<file path="config.mk">
export PLATFORM = sky130hd
export DESIGN_NAME = regfile_wr_arbiter
export DESIGN_NICKNAME = d
export VERILOG_FILES = /design/src/rtl/regfile_wr_arbiter.sv
export SDC_FILE = /design/constraint.sdc
export NUM_CORES = 1
export LEC_CHECK = 0
export BUFFER_PORTS_ARGS = -buffer_cell sky130_fd_sc_hd__buf_2
export CAP_MARGIN = 20
export CORE_AREA = 2 2 89 65
export CTS_BUF_LIST = sky130_fd_sc_hd__clkbuf_16
export DETAILED_ROUTE_END_ITERATION = 6
export DIE_AREA = 0 0 91 67
export PLACE_DENSITY_LB_ADDON = 0.12
export SLEW_MARGIN = 20
export SYNTH_ARGS = -nofsm -noshare
export SYNTH_HDL_FRONTEND = slang
export SYNTH_SLANG_ARGS = --single-unit
</file>
<file path="constraint.sdc">
create_clock -name clk -period 1.1 [get_ports clk]
set_input_delay 0.11 -clock clk [delete_from_list [all_inputs] [get_ports clk]]
set_output_delay 0.11 -clock clk [all_outputs]
set_load 0.05 [all_outputs]
</file>
<file path="src/rtl/regfile_wr_arbiter.sv">
// regfile_wr_arbiter
// Shares the single register-file write port between an in-order pipeline
// writeback (source A, normal priority) and a long-latency unit (source B).
// A wins by default. A starvation guard counts consecutive cycles in which B
// waits while A is also valid; after STARVE_LIMIT of them, B is forced through
// for one grant. The accepted write is registered before it reaches the
// register file. Writes to x0 are accepted but issued with the enable low.

// Protocol properties observed at the arbiter boundary.
module regfile_wr_arbiter_chk #(
   parameter int ADDRESS_WIDTH = 5
) (
   input logic                     clk,
   input logic                     rst,
   input logic                     a_valid,
   input logic                     a_ready,
   input logic                     b_valid,
   input logic                     b_ready,
   input logic                     b_forced,
   input logic                     rg_wrt_en,
   input logic [ADDRESS_WIDTH-1:0] rg_wrt_dest
);

   // Only one source may complete a handshake in any cycle.
   a_one_accept: assert property (@(posedge clk) disable iff (!rst)
      !(a_valid && a_ready && b_valid && b_ready));

   // The forced-grant state blocks A.
   a_force_blocks_a: assert property (@(posedge clk) disable iff (!rst)
      b_forced |-> !a_ready);

   // A forced grant lasts a single cycle.
   a_force_one_cycle: assert property (@(posedge clk) disable iff (!rst)
      b_forced |=> !b_forced);

   // Register x0 is never written.
   a_no_x0_write: assert property (@(posedge clk) disable iff (!rst)
      rg_wrt_en |-> (rg_wrt_dest != '0));

endmodule

module regfile_wr_arbiter #(
   parameter int DATA_WIDTH    = 32,
   parameter int ADDRESS_WIDTH = 5,
   parameter int STARVE_LIMIT  = 4
) (
   input  logic                     clk,
   input  logic                     rst,
   input  logic                     a_valid,
   output logic                     a_ready,
   input  logic [ADDRESS_WIDTH-1:0] a_dest,
   input  logic [DATA_WIDTH-1:0]    a_data,
   input  logic                     b_valid,
   output logic                     b_ready,
   input  logic [ADDRESS_WIDTH-1:0] b_dest,
   input  logic [DATA_WIDTH-1:0]    b_data,
   output logic                     rg_wrt_en,
   output logic [ADDRESS_WIDTH-1:0] rg_wrt_dest,
   output logic [DATA_WIDTH-1:0]    rg_wrt_data,
   output logic                     b_forced
);

   localparam int                CNT_W     = $clog2(STARVE_LIMIT + 1);
   localparam logic [CNT_W-1:0]  CNT_LIMIT = CNT_W'(STARVE_LIMIT);
   localparam logic [CNT_W-1:0]  CNT_MAX   = {CNT_W{1'b1}};
   localparam logic [CNT_W-1:0]  CNT_ONE   = CNT_W'(1);

   typedef enum logic [0:0] {
      PRIO_A  = 1'b0,
      FORCE_B = 1'b1
   } state_e;

   // A destination of x0 is architecturally discarded.
   function automatic logic is_x0(input logic [ADDRESS_WIDTH-1:0] dest);
      return (dest == '0);
   endfunction

   state_e                   state_q, state_d;
   logic [CNT_W-1:0]         wait_cnt_q, wait_cnt_d;
   logic                     rg_wrt_en_q, rg_wrt_en_d;
   logic [ADDRESS_WIDTH-1:0] rg_wrt_dest_q, rg_wrt_dest_d;
   logic [DATA_WIDTH-1:0]    rg_wrt_data_q, rg_wrt_data_d;

   logic                     a_ready_s;
   logic                     b_ready_s;
   logic                     b_forced_s;
   logic                     a_acc_s;
   logic                     b_acc_s;
   logic [CNT_W-1:0]         cnt_inc_s;

   // Arbitration FSM: ready generation, starvation counting and next state.
   always_comb begin
      state_d    = state_q;
      wait_cnt_d = wait_cnt_q;
      a_ready_s  = 1'b0;
      b_ready_s  = 1'b0;
      b_forced_s = 1'b0;
      // Saturating increment so the counter can never wrap.
      if (wait_cnt_q == CNT_MAX) begin
         cnt_inc_s = wait_cnt_q;
      end else begin
         cnt_inc_s = wait_cnt_q + CNT_ONE;
      end
      case (state_q)
         PRIO_A: begin
            a_ready_s = 1'b1;
            b_ready_s = ~a_valid;
            if (a_valid && b_valid) begin
               // B lost this cycle to A.
               if (cnt_inc_s == CNT_LIMIT) begin
                  state_d    = FORCE_B;
                  wait_cnt_d = '0;
               end else begin
                  wait_cnt_d = cnt_inc_s;
               end
            end else begin
               // B was served or had nothing pending.
               wait_cnt_d = '0;
            end
         end
         FORCE_B: begin
            b_ready_s  = 1'b1;
            b_forced_s = 1'b1;
            wait_cnt_d = '0;
            if (b_valid) begin
               // B is accepted this cycle; A regains priority.
               state_d = PRIO_A;
            end else begin
               // B withdrew its request; nothing to force.
               state_d = PRIO_A;
            end
         end
         default: begin
            state_d    = PRIO_A;
            wait_cnt_d = '0;
         end
      endcase
   end

   assign a_acc_s = a_valid & a_ready_s;
   assign b_acc_s = b_valid & b_ready_s;

   // Select the accepted write for the output register; hold address/data when idle.
   always_comb begin
      rg_wrt_en_d   = 1'b0;
      rg_wrt_dest_d = rg_wrt_dest_q;
      rg_wrt_data_d = rg_wrt_data_q;
      if (a_acc_s) begin
         rg_wrt_en_d   = ~is_x0(a_dest);
         rg_wrt_dest_d = a_dest;
         rg_wrt_data_d = a_data;
      end else if (b_acc_s) begin
         rg_wrt_en_d   = ~is_x0(b_dest);
         rg_wrt_dest_d = b_dest;
         rg_wrt_data_d = b_data;
      end else begin
         rg_wrt_en_d   = 1'b0;
      end
   end

   // State, starvation counter and write-port output registers.
   always_ff @(posedge clk or negedge rst) begin
      if (!rst) begin
         state_q       <= PRIO_A;
         wait_cnt_q    <= '0;
         rg_wrt_en_q   <= 1'b0;
         rg_wrt_dest_q <= '0;
         rg_wrt_data_q <= '0;
      end else begin
         state_q       <= state_d;
         wait_cnt_q    <= wait_cnt_d;
         rg_wrt_en_q   <= rg_wrt_en_d;
         rg_wrt_dest_q <= rg_wrt_dest_d;
         rg_wrt_data_q <= rg_wrt_data_d;
      end
   end

   assign a_ready     = a_ready_s;
   assign b_ready     = b_ready_s;
   assign b_forced    = b_forced_s;
   assign rg_wrt_en   = rg_wrt_en_q;
   assign rg_wrt_dest = rg_wrt_dest_q;
   assign rg_wrt_data = rg_wrt_data_q;

   regfile_wr_arbiter_chk #(
      .ADDRESS_WIDTH(ADDRESS_WIDTH)
   ) u_chk (
      .clk        (clk),
      .rst        (rst),
      .a_valid    (a_valid),
      .a_ready    (a_ready_s),
      .b_valid    (b_valid),
      .b_ready    (b_ready_s),
      .b_forced   (b_forced_s),
      .rg_wrt_en  (rg_wrt_en_q),
      .rg_wrt_dest(rg_wrt_dest_q)
   );

endmodule

</file>
# Yosys cells after proc, flatten, opt, wreduce, memory -nomap -nowiden
# Index checks and enable logic that the tools add are counted.
# W data, S select, Z words.
dict set report word_totals {
  register_bits 42
  latchBits 0
  mem_bits_rw 0
  romBits 0
  out_inout_bits 41
  wordCells 34
  memories 0
}
dict set report classes {
  add_sub_neg 1
  multipliers 0
  n_div 0
  n_lt_le_gt_ge 0
  n_eq_ne 2
  n_shift 0
  muxes 16
  bitwise_logic 6
  reduce_logical 4
}
# op n
set ops {}
lappend ops {{$mux W32} 2}
lappend ops {{$logic_not A5 Y1} 2}
lappend ops {{$mux W5} 2}
lappend ops {{$mux W3} 3}
lappend ops {{$eq A3 B3 Y1 const B} 2}
lappend ops {{$mux W1} 6}
lappend ops {{$pmux W3 S2} 1}
lappend ops {{$not A1 Y1} 4}
lappend ops {{$pmux W1 S2} 2}
lappend ops {{$add A3 B1 Y3 const B} 1}
lappend ops {{$and A1 B1 Y1} 2}
lappend ops {{$reduce_bool A2 Y1} 1}
lappend ops {{$logic_and A1 B1 Y1} 1}

# Logic depth before layout (Yosys ltp)
# Gate-level depths: netlist of the first run.
dict set report depth {
  ltp_word 6
  ltp_mapped 6
  mapped_depth_nobuf 4
}

# Least setup slack after synthesis of the first run
# Ideal clock, no wire load.
dict set report synth_timing {
  kind {reg-to-output}
  startpoint {reg state_q}
  endpoint {out b_ready}
  arrival_ps 1473
  slack_ps -483
  path_stages_with_launch 6
  path_buffers 3
  path_cell_list {dfrtp_1 -> nor2b_1 -> buf_2 -> buf_4 -> buf_4 -> inv_1}
}
dict set report synth_via {
  elab_chain_len 2
}
# item line_no
set synth_lines {}
lappend synth_lines {{start, declared} 78} ;# state_e state_q, state_d;
lappend synth_lines {{start signal, assigned} 170} ;# state_q <= state_d;
lappend synth_lines {{$not A1 Y1} n/a}
lappend synth_lines {{$pmux W1 S2 (*)} 104} ;# case (state_q)
lappend synth_lines {{end, declared} 54} ;# output logic b_ready,
# Every way passes the cells marked *; elsewhere a longest branch is shown, timed or not.

# Final worst setup path of the first run
# Ends and elaborated chain as after synthesis.

==> flow_metrics.tcl, run 1 <==
set metrics [dict create \
    irDropWorstVdd_uv 895 \
    hold_slack_ns 0.0268 \
    die_x_um 91 \
    antennaDiodeCount 0 \
    design_area_mm2 0.00302 \
    dieArea_mm2 0.00610 \
    root_buffer "clkbuf_16" \
    total_power_mw 4.59 \
    syn2layout_area_growth_pct 51.4 \
    clock_skew_ns 0.00427 \
    final.setup.tns_ns -2.68 \
    grt_pass1_vias 1839 \
    cts_tree "done" \
    synth_cell_types 24 \
    place_hpwl_mm 3.61 \
    htreeDepth 2 \
    antenna_left 0 \
    wire_per_inst_um 12.7 \
    dr.pass1.iters 4 \
    gp_congestion 0.682 \
    yosysWarnings 0 \
    synth_edf_count 0 \
    crit_slowest_cell "dfrtp_2" \
    cp.required_ns 0.99 \
    grt_pass1_wl_mm 8.30 \
    setup_violations 34 \
    yosysSeqAreaShare_pct 52.7 \
    drc 0 \
    ys.flop_type "dfrtp_1" \
    final_max_slew_viol_count 0 \
    rsz0062_at_grt "true" \
    slowest_delay_ns 0.42 \
    slew_headroom_pct 81.7 \
    p_per_area_mw_per_mm2 1520 \
    vias_per_cell 4.51 \
    critPathCaptureType "output pin" \
    hold_path_class "input port to flop" \
    vias 1772 \
    synthArstFlopShare_pct 100 \
    syn_inst 192 \
    avgSynthCellArea_um2 10.4 \
    violations "negative setup slack" \
    syn_area_mm2 0.00200 \
    start_kind "flop" \
    arrival_ns 1.17 \
    drtIter0Drc 34 \
    clockBufferDepth 2 \
    path_clk_slew_ns 0.06 \
    hold_viol_final 0 \
    ys_top_cells_by_area "dfrtp_1, mux2i_1, o21ai_1" \
    cp-startpoint "state_q$_DFF_PN0_" \
    outcome "finished, violations left" \
    clock_sinks 42 \
    worst-path-max-fanout 3 \
    p_leak_nw 1.59 \
    antenna_found_initial 0 \
    core_mm2 0.00517 \
    utilization_pct 58.4 \
    grt_max_degree 43 \
    clk_latency_ns 0.29 \
    drive_above_1_share_pct 47.0 \
    worst_r2r_startpoint "state_q$_DFF_PN0_" \
    hold_path_startpoint "a_data[8]" \
    overflow 0 \
    fin_nets 399 \
    cts_buffers 5 \
    tightest_slew_ns 0.274 \
    layout_min_cycle_time_ns 1.28 \
    crit_type "flop to output pin" \
    synth-seq-cells 42 \
    path_cells "nor2b_4, buf_12, clkinvlp_4, buf_6" \
    fmax_mhz 780 \
    max_cap_viol_count 0 \
    track_usage_pct 17.4 \
    synth.top_cell.area_share_pct 52.7 \
    period_share_pct 116 \
    drt-total-wl_mm 5.01 \
    ios 119 \
    worst_slack_ns -0.181 \
    row_count 22 \
    start_util_pct 38.6 \
    postSynthNetCount 271 \
    port_buffers 118 \
    die_y_um 67 \
    yosys.area.top_type "dfrtp_1" \
    placed_area_mm2 0.00276 \
]
-- metrics by stage --
step,cells,setup WS (ns)
global route,393,-0.231
global placement,379,-0.0608
floorplan,192,-0.263
detailed placement,379,-0.0952
finish,393,-0.181
CTS,392,-0.189
-- final cells by class --
cell class / count / area, µm²
clock buffers: 5 / 125
clock inverters: 3 / 40.0
fillers: 481 / 2150
inverters: 2 / 11.3
multi-input cells: 134 / 863
flip-flops and latches: 42 / 1050
well taps: 72 / 90.1
repair buffers: 135 / 840
-- what timing repair did --
item,CTS,global route
hold buffers,1,0
cloned,0,1
buffers inserted,5,0
hold endpoints to repair,42,0
setup endpoints to repair,22,44
gates resized for setup,11,0
-- flip-flops by register name, summed over array words and instances (netlist names) --
signal	cells
state_q	1
rg_wrt_dest	5
rg_wrt_en	1
wait_cnt_q	3
rg_wrt_data	32
-- cell usage in the layout (no fill, tap or decap), drive strengths merged --
cell           n
nand2         40
inv            1
dfrtp         42
mux2i         37
clkinv         2
nor2           1
or4            2
xnor2          1
a21o           1
nor3           1
clkbuf         6
clkinvlp       1
nand4bb        1
bufinv         1
nand2b         3
buf          133
o21ai         41
a21oi          3
ha             1
nand3          1
nor2b          1
dlygate4sd3    1
-- cell usage after synthesis, drive strengths merged (2+ instances only) --
master / count
buf: 11
nand2: 40
o21ai: 41
clkbuf: 3
a21oi: 3
inv: 2
dfrtp: 42
mux2i: 37
nand2b: 3
or4: 2
-- power breakdown --
part / switching [mW] / total (mW) / internal (mW)
sequential: 0.0685 / 1.75 / 1.68
combinational: 0.800 / 1.20 / 0.400
clock: 0.578 / 1.64 / 1.06
-- cells by family (layout without fill, tap and decap cells) --
family / after synthesis / count (layout) / share of synthesized area (%)
flops: 42 / 42 / 52.7
fa+ha+maj: 1 / 1 / 0.627
simple gates: 50 / 50 / 11.2
compound gates: 45 / 45 / 11.4
buf+inv: 16 / 145 / 5.14
xor+xnor: 1 / 1 / 0.439
mux: 37 / 37 / 18.6
-- per-layer routing --
layer	global-route usage [%]	vias to the layer above	share of wire, %
met1	21.1	778	45
met5	0	-	0
li1	-	915	-
met2	28.5	71	45
met4	6.82	0	1.4
met3	6.33	8	9.0
-- critical path, delay by kind of cell, from the launching register on --
kind,cells,cell delay (ns)
AND/OR/NAND/NOR,1,0.14
flip-flops,1,0.42
buffers and inverters,3,0.34
-- path summary, 6_finish.rpt --
path                       slack (ns)  cells past startpoint                     endpoint
max                             -0.18                      4                      b_ready
min                              0.03                      3   rg_wrt_data[8]$_DFFE_PN0P_
max reg2reg                     -0.12                      6          rg_wrt_en$_DFF_PN0_
min reg2reg                      0.55                      2  rg_wrt_data[15]$_DFFE_PN0P_
max in group asynchronous        0.57                      3            state_q$_DFF_PN0_
min in group asynchronous        0.32                      3   rg_wrt_dest[1]$_DFFE_PN0P_
Power figures use the tool's default switching activity.
==> inputs of run 2 (changes only) <==
==> config.mk (replaced) <==
export PLATFORM = sky130hd
export DESIGN_NAME = regfile_wr_arbiter
export DESIGN_NICKNAME = d
export VERILOG_FILES = /design/src/rtl/regfile_wr_arbiter.sv
export SDC_FILE = /design/constraint.sdc
export NUM_CORES = 1
export LEC_CHECK = 0
export CAP_MARGIN = 20
export CORE_AREA = 2 2 75 55
export CTS_BUF_LIST = sky130_fd_sc_hd__clkbuf_16
export DETAILED_ROUTE_END_ITERATION = 6
export DIE_AREA = 0 0 77 57
export DONT_BUFFER_PORTS = 1
export PLACE_DENSITY_LB_ADDON = 0.12
export SLEW_MARGIN = 20
export SYNTH_ARGS = -nofsm -noshare
export SYNTH_HDL_FRONTEND = slang
export SYNTH_HIERARCHICAL = 1
export SYNTH_SLANG_ARGS = --single-unit
==> flow_metrics.tcl, run 2 <==
set metrics [dict create \
    synth_cell_types 24 \
    grt_pass1_vias 1804 \
    cts_tree "done" \
    row_count 19 \
    violations "negative hold slack, negative setup slack" \
    layout_commonest_cell "buf_4" \
    drtIter0Drc 51 \
    clock_sinks 42 \
    postSynthNetCount 271 \
    ios 119 \
    core_mm2 0.00376 \
    antenna_left 0 \
    gp_congestion 0.718 \
    wire_per_inst_um 16.5 \
    synthTopCellsByCount "dfrtp_1, nand2_1, mux2i_1, o21ai_1, o21ai_0" \
    clk_latency_ns 0.27 \
    yosysMostFrequentCell "dfrtp_1" \
    htreeDepth 2 \
    synth_compound_area_share_pct 11.4 \
    multi_input_area_um2 885 \
    fmax_mhz 789 \
    synth_fa_ha_area_share_pct 0.627 \
    cp.required_ns 0.99 \
    dr.pass1.iters 4 \
    worst_r2r_startpoint "state_q$_DFF_PN0_" \
    syn2layout_area_growth_pct 50.5 \
    max_cap_viol_count 0 \
    worst-path-max-fanout 2 \
    drive_above_1_share_pct 25.8 \
    syn_inst 192 \
    synth-seq-cells 42 \
    start_util_pct 53.1 \
    grt_max_degree 43 \
    path_clk_slew_ns 0.06 \
    synthArstFlopShare_pct 100 \
    layout_min_cycle_time_ns 1.27 \
    rsz0062_at_grt "true" \
    synth_simple_gate_area_share_pct 11.2 \
    cp-startpoint "state_q$_DFF_PN0_" \
    largest_reg_flops 32 \
    crit_type "flop to output pin" \
    hold_slack_ns -0.471 \
    yosys.area.top_type "dfrtp_1" \
    start_kind "flop" \
    slew_headroom_pct 68.6 \
    synth_top_family_by_area "multiplexers" \
    synth.top_cell.area_share_pct 52.7 \
    yosysSeqAreaShare_pct 52.7 \
    postCtsHoldBufs 36 \
    clock_skew_ns 0.00468 \
    hold_path_class "input port to async pin" \
    p_per_area_mw_per_mm2 1430 \
    synthMuxAreaShare_pct 18.6 \
    ys_top_cells_by_area "dfrtp_1, mux2i_1, o21ai_1" \
    design_area_mm2 0.00300 \
    die_x_um 77 \
    vias_per_cell 5.30 \
    final_max_slew_viol_count 0 \
    arrival_ns 1.16 \
    placed_area_mm2 0.00238 \
    vias 1734 \
    synth_edf_count 0 \
    clockBufferDepth 2 \
    grt_pass1_wl_mm 8.34 \
    port_buffers 0 \
    layout_common_cells "buf_4, dfrtp_1, nand2_1, mux2i_1, dlygate4sd3_1" \
    antenna_found_initial 0 \
    die_y_um 57 \
    worst_slack_ns -0.168 \
    hold_viol_final 42 \
    fill_cells 237 \
    drc 0 \
    outcome "finished, violations left" \
    synth-xor-area-share_pct 0.439 \
    irDropWorstVdd_uv 1220 \
    yosysWarnings 6 \
    critPathCaptureType "output pin" \
    drt-total-wl_mm 5.38 \
    p_leak_nw 1.43 \
    cts_buffers 5 \
    overflow 0 \
    dieArea_mm2 0.00439 \
    place_hpwl_mm 3.15 \
    antennaDiodeCount 0 \
    avgSynthCellArea_um2 10.4 \
    ys.flop_type "dfrtp_1" \
    tightest_slew_ns 0.472 \
    fin_nets 353 \
    syn_area_mm2 0.00200 \
    seq_area_mm2 0.00105 \
    root_buffer "clkbuf_16" \
    track_usage_pct 24.2 \
    period_share_pct 115 \
    setup_violations 40 \
]
run 2: cell counts after synthesis:
Identical to the previous run, type by type.
run 2: critical path: stages, from the launching register on:
cell	delay, ns
dfrtp_2	0.42
nor2b_4	0.12
buf_6	0.12
clkinvlp_4	0.22
run 2: per-layer routing:
layer / track usage (%) / wire (µm)
met5: 0 / 0
met4: 6.12 / 46
met3: 6.49 / 372
met2: 45.2 / 2820
met1: 28.0 / 2150
run 2: cell type report:
| type | instances | share of cell area (%) |
|---|---|---|
| inverter | 2 | 0.375 |
| multi-input combinational | 134 | 29.5 |
| clock buffer | 5 | 4.17 |
| timing repair buffer | 89 | 28.4 |
| sequential | 42 | 35.0 |
| clock inverter | 3 | 0.417 |
| tap | 52 | 2.17 |
run 2: where the power goes:
group,switching (mW),internal (mW)
registers,0.0917,1.68
clock network,0.525,0.819
logic,0.724,0.457
run 2: worst paths after layout:
check	end	slack, ns	cells past startpoint
max	b_ready	-0.17	3
min	rg_wrt_data[20]$_DFFE_PN0P_	-0.47	0
max reg2reg	rg_wrt_data[1]$_DFFE_PN0P_	-0.16	6
min reg2reg	rg_wrt_data[0]$_DFFE_PN0P_	0.56	2
max in group asynchronous	rg_wrt_data[7]$_DFFE_PN0P_	1.49	0
min in group clk	rg_wrt_data[3]$_DFFE_PN0P_	0.01	2
run 2: cell families (layout without fill, tap and decap cells):
group           after synthesis  in the layout
simple gates                 50             50
mux                          37             37
fa+ha+maj                     1              1
compound gates               45             45
flops                        42             42
xor+xnor                      1              1
buf+inv                      16             99
run 2: per-stage QoR:
stage	utilization, %	power (mW)	TNS [ns]	setup slack, ns	std cells
2_1_floorplan	-	2.56	-4.09	-0.263	192
3_3_place_gp	63.3	2.78	-0.0733	-0.0386	277
3_5_place_dp	63.3	2.81	-0.186	-0.0824	277
4_1_cts	78.0	4.27	-2.41	-0.175	325
5_1_grt	79.9	4.48	-4.52	-0.196	327
6_report	79.9	4.30	-2.58	-0.168	327
run 2: what timing repair did:
item,4_1_cts,5_1_grt
hold endpoints to repair,80,42
pin swaps,2,0
cloned,0,3
buffers inserted,4,0
resized for setup,6,3
endpoints found under the setup margin,8,42
